`src/rtl/fifo_out_stage_pkg.sv`:
```
// Shared types for the FIFO drain stage: buffer-occupancy states and perf counter width.
package fifo_out_stage_pkg;

  typedef enum logic [1:0] {EMPTY, ONE, TWO} out_state_t;

  localparam int PERF_CW_DEFAULT = 32;

endpackage

```
`src/rtl/fifo_out_perf.sv`:
```
// Saturating stall/starve cycle counters; 1-cycle update, cleared by flush, no backpressure.
module fifo_out_perf
  import fifo_out_stage_pkg::*;
#(
  parameter int PERF_CW = PERF_CW_DEFAULT
) (
  input  logic               clock,
  input  logic               rstn,
  input  logic               flush,
  input  logic               stall_inc,
  input  logic               starve_inc,
  output logic [PERF_CW-1:0] stall_cnt,
  output logic [PERF_CW-1:0] starve_cnt
);

  always_ff @(posedge clock or negedge rstn) begin
    if (!rstn) begin
      stall_cnt  <= '0;
      starve_cnt <= '0;
    end else if (flush) begin
      stall_cnt  <= '0;
      starve_cnt <= '0;
    end else begin
      if (stall_inc && !(&stall_cnt))
        stall_cnt <= stall_cnt + 1'b1;
      if (starve_inc && !(&starve_cnt))
        starve_cnt <= starve_cnt + 1'b1;
    end
  end

endmodule

```
`src/rtl/fifo_out_stage.sv`:
```
// FIFO drain stage: 2-entry registered output buffer, FIFO entry to out_valid in 1 cycle, full rate.
// Backpressure stops popping only when both entries are held; fifo_pop never depends on out_ready. Perf counters under FIFO_OUT_STAGE_PERF_EN.
module fifo_out_stage
  import fifo_out_stage_pkg::*;
#(
  parameter int WIDTH   = 32,
  parameter int PERF_CW = PERF_CW_DEFAULT
) (
  input  logic               clock,
  input  logic               rstn,
  input  logic               fifo_valid,
  input  logic [WIDTH-1:0]   fifo_data,
  output logic               fifo_pop,
  input  logic               flush,
  output logic               out_valid,
  output logic [WIDTH-1:0]   out_data,
  input  logic               out_ready,
  output logic [PERF_CW-1:0] stall_cnt,
  output logic [PERF_CW-1:0] starve_cnt
);

  out_state_t       state, state_nxt;
  logic [WIDTH-1:0] skid;
  logic             acc, enq;

  // Gated by rstn so no entry is pulled out of the FIFO while this stage is held in reset.
  assign fifo_pop = rstn && fifo_valid && !flush && (state != TWO);
  assign enq      = fifo_pop;
  assign acc      = out_valid && out_ready;

  always_comb begin
    state_nxt = state;
    if (flush) begin
      state_nxt = EMPTY;
    end else begin
      case (state)
        EMPTY:   if (enq) state_nxt = ONE;
        ONE: begin
          if (enq && !acc)      state_nxt = TWO;
          else if (!enq && acc) state_nxt = EMPTY;
        end
        TWO:     if (acc) state_nxt = ONE;
        default: state_nxt = EMPTY;
      endcase
    end
  end

  always_ff @(posedge clock or negedge rstn) begin
    if (!rstn) begin
      state     <= EMPTY;
      out_valid <= 1'b0;
    end else begin
      state     <= state_nxt;
      out_valid <= (state_nxt != EMPTY);
    end
  end

  // fifo_data is only sampled under enq; out_data is left alone on flush.
  always_ff @(posedge clock or negedge rstn) begin
    if (!rstn) begin
      out_data <= '0;
      skid     <= '0;
    end else begin
      case (state)
        EMPTY: if (enq) out_data <= fifo_data;
        ONE: begin
          if (enq && acc) out_data <= fifo_data;
          else if (enq)   skid     <= fifo_data;
        end
        TWO:     if (acc) out_data <= skid;
        default: ;
      endcase
    end
  end

`ifdef FIFO_OUT_STAGE_PERF_EN
  fifo_out_perf #(
    .PERF_CW (PERF_CW)
  ) u_perf (
    .clock      (clock),
    .rstn       (rstn),
    .flush      (flush),
    .stall_inc  (out_valid && !out_ready),
    .starve_inc (!out_valid && !fifo_valid),
    .stall_cnt  (stall_cnt),
    .starve_cnt (starve_cnt)
  );
`else
  assign stall_cnt  = '0;
  assign starve_cnt = '0;
`endif

endmodule

```
`config.mk`:
```
export PLATFORM = sky130hd
export DESIGN_NAME = fifo_out_stage
export DESIGN_NICKNAME = d
export VERILOG_FILES = /design/src/rtl/fifo_out_stage_pkg.sv /design/src/rtl/fifo_out_perf.sv /design/src/rtl/fifo_out_stage.sv
export SDC_FILE = /design/constraint.sdc
export NUM_CORES = 1
export LEC_CHECK = 0
export BUFFER_PORTS_ARGS = -buffer_cell sky130_fd_sc_hd__buf_2
export CORE_ASPECT_RATIO = 0.8
export CORE_MARGIN = 5
export CORE_UTILIZATION = 30
export CTS_BUF_LIST = sky130_fd_sc_hd__clkbuf_16
export DETAILED_ROUTE_END_ITERATION = 8
export REMOVE_ABC_BUFFERS = 1
export SLEW_MARGIN = 10
export SYNTH_ARGS = -nofsm -noshare
export SYNTH_HDL_FRONTEND = slang
export SYNTH_SLANG_ARGS = --single-unit
```
`constraint.sdc`:
```
create_clock -name clock -period 2 [get_ports clock]
set_clock_uncertainty 0.1 [all_clocks]
set_input_delay 0.2 -clock clock [delete_from_list [all_inputs] [get_ports clock]]
set_output_delay 0.2 -clock clock [all_outputs]
set_load 0.02 [all_outputs]
```
==> run summary <==
Slew Viols, Final - 0
WP data required - 2110 ps
Via count - 1960
Setup violators final - 0
Syn Inst Count - 255
Slew @ Worst Pin - 848.8 ps
Final instance area - 4063 sq um
Maxcap violations - 0
Layout cell share with drive strength beyond 1 - 56.12%
Wirelength per Cell - 12.61 um
Fmax - 564.5 MHz
Vias in the first global route - 2038
Initial core utilization - 30.45%
Hpwl dp - 4.285 mm
Area grow syn2layout - 16.71%
DRT Pass-1 Iters - 3
Largest net degree at the start of global routing - 68
Yosys cell types - 21
Final Hold Viols - 0
Placer Congestion - 0.7545
Worst-Skew Late Latency - 320 ps
Post-CTS setup buffers - 0
Period minus WS final - 1772 ps
Hold path start - fifo_data[25]
Die Width - 130.4 um
Nets - 367
Static Leak - 1.951 nW
Gr ovfl total - 0
Syn Area/Cell - 13.65 sq um
DR iter-0 viols - 55
CTS Buffer Depth - 2
Placed Area - 3754 sq um
Period utilisation layout - 88.58%
Final setup margin - 228.5 ps
Clock transition at the registers of the reported paths - 50 ps
CTS root buffer - clkbuf_16
Sink Count - 67
Syn. warnings - 0
Post-route DRC violation count - 0
Crit Path Category - register to register
Relative slew slack - 43.42%
GRT Util Overall - 8.969%
Hold-fix buffers, CTS - 0
Die area - 13870 sq um
Worst Hold Class - input pin to register
Critical Path Source - state[1]
Reg-to-reg startpoint - state[1]
Antenna cells - 0
Synth Register Bits - 67
CP startpoint kind - register
Status - finished, final reports clean
Die Ht - 106.3 um
CP max FO - 25
Pre-CTS setup slack - 232.9 ps
WHS - 20.95 ps
CTS buffer count - 9
Sequential-to-total area share from yosys stat - 48.17%
Mapped Area - 3481 sq um
Critical path endpoint category - register
Routed WL - 6.091 mm
DRT antenna net count - 0
H-tree levels - 3
RSZ-0062 raised after global routing - no
Power Total - 4.422 mW
Row count - 35
Number of port buffers - 70
Worst endpoint data arrival time - 1880 ps
Number of gates resized after CTS - 0
P per Cell Area - 1088 nW/um^2
Setup TNS - 0 ps
Core Footprint - 11430 sq um
CTS tree - done
Initial antenna violation count - 0
Maximum vdd drop - 0.4451 mV
Vias per Instance - 4.058
Io pins - 135
First-pass GRT wire length - 9.701 mm
[layer usage]
metal	GRT usage (%)	wire length, um
met5	0	0
met1	11.27	2605
met4	3.304	88
met2	13.84	2761
met3	3.616	636
[cells in the final DEF, fill, tap and decap left out, drive strengths merged]
| cell type | instances |
|---|---|
| mux2 | 96 |
| buf | 75 |
| dfrtp | 67 |
| conb | 64 |
| clkbuf | 9 |
| a211oi | 3 |
| clkinv | 3 |
| inv | 2 |
| bufinv | 2 |
| nand3b | 2 |
| nor2b | 2 |
| a21boi | 1 |
| a221oi | 1 |
| nand2 | 1 |
| and4 | 1 |
| o21ba | 1 |
| nor2 | 1 |
| and3b | 1 |
| a21oi | 1 |
| nand3 | 1 |
| clkinvlp | 1 |
[metrics by stage]
stage / cells / util, %
3_5_place_dp: 467 / 32.84
5_1_grt: 483 / 35.54
6_report: 483 / 35.54
3_3_place_gp: 467 / 32.84
4_1_cts: 483 / 35.54
2_1_floorplan: 244 / -
[synth_stat cells (all sizes together)]
master | n | area share (%)
nand3b | 2 | 0.79
mux2 | 96 | 31
and4 | 1 | 0.25
nor2 | 1 | 0.11
a221oi | 1 | 0.75
nand2 | 1 | 0.11
a21oi | 1 | 0.14
conb | 1 | 0.11
dfrtp | 67 | 48
a211oi | 3 | 0.65
a21boi | 1 | 0.22
nand3 | 1 | 0.14
o21ba | 1 | 0.29
buf | 74 | 16
inv | 1 | 0.11
and3b | 1 | 0.25
nor2b | 2 | 0.36
[critical path: stages (launching register included)]
cell and delay, ps:
dfrtp_1 430, nand3b_1 220, a221oi_4 300, buf_12 220
mux2_2 350
[kinds of logic after synthesis]
group	count (synthesis)	share of synthesized area, %
AOI/OAI and AO/OA	7	2.049
buffers and inverters	75	16.61
DFF	67	48.17
muxes	96	31.06
other	1	0.1077
and+or+nand+nor	9	2.013
[layout make-up]
type | instances | area (sq um)
multi-input combinational | 176 | 1475
clock inverter | 7 | 83.83
tap | 148 | 185.2
clock buffer | 9 | 225.2
timing repair buffer | 75 | 412.9
sequential | 67 | 1677
fill | 1101 | 7367
inverter | 1 | 3.754
[flip-flops by register name, indices dropped and copies added (netlist names)]
| register | cells |
|---|---|
| out_data | 32 |
| out_valid | 1 |
| skid | 32 |
| state | 2 |
[where the power goes]
part           total (mW)  internal [mW]  switching [mW]
Sequential           1.83           1.68           0.145
Clock                1.62           1.07           0.550
Combinational       0.971          0.426           0.545
[worst paths after layout]
check / to / slack, ps / cells past startpoint
max: out_data[19] / 230 / 4
min: skid[25] / 20 / 2
max reg2reg: out_data[19] / 230 / 4
min reg2reg: out_data[28] / 370 / 1
max in group asynchronous: skid[26] / 1210 / 2
min in group asynchronous: skid[28] / 40 / 2
(Power assumes the default switching activity.)
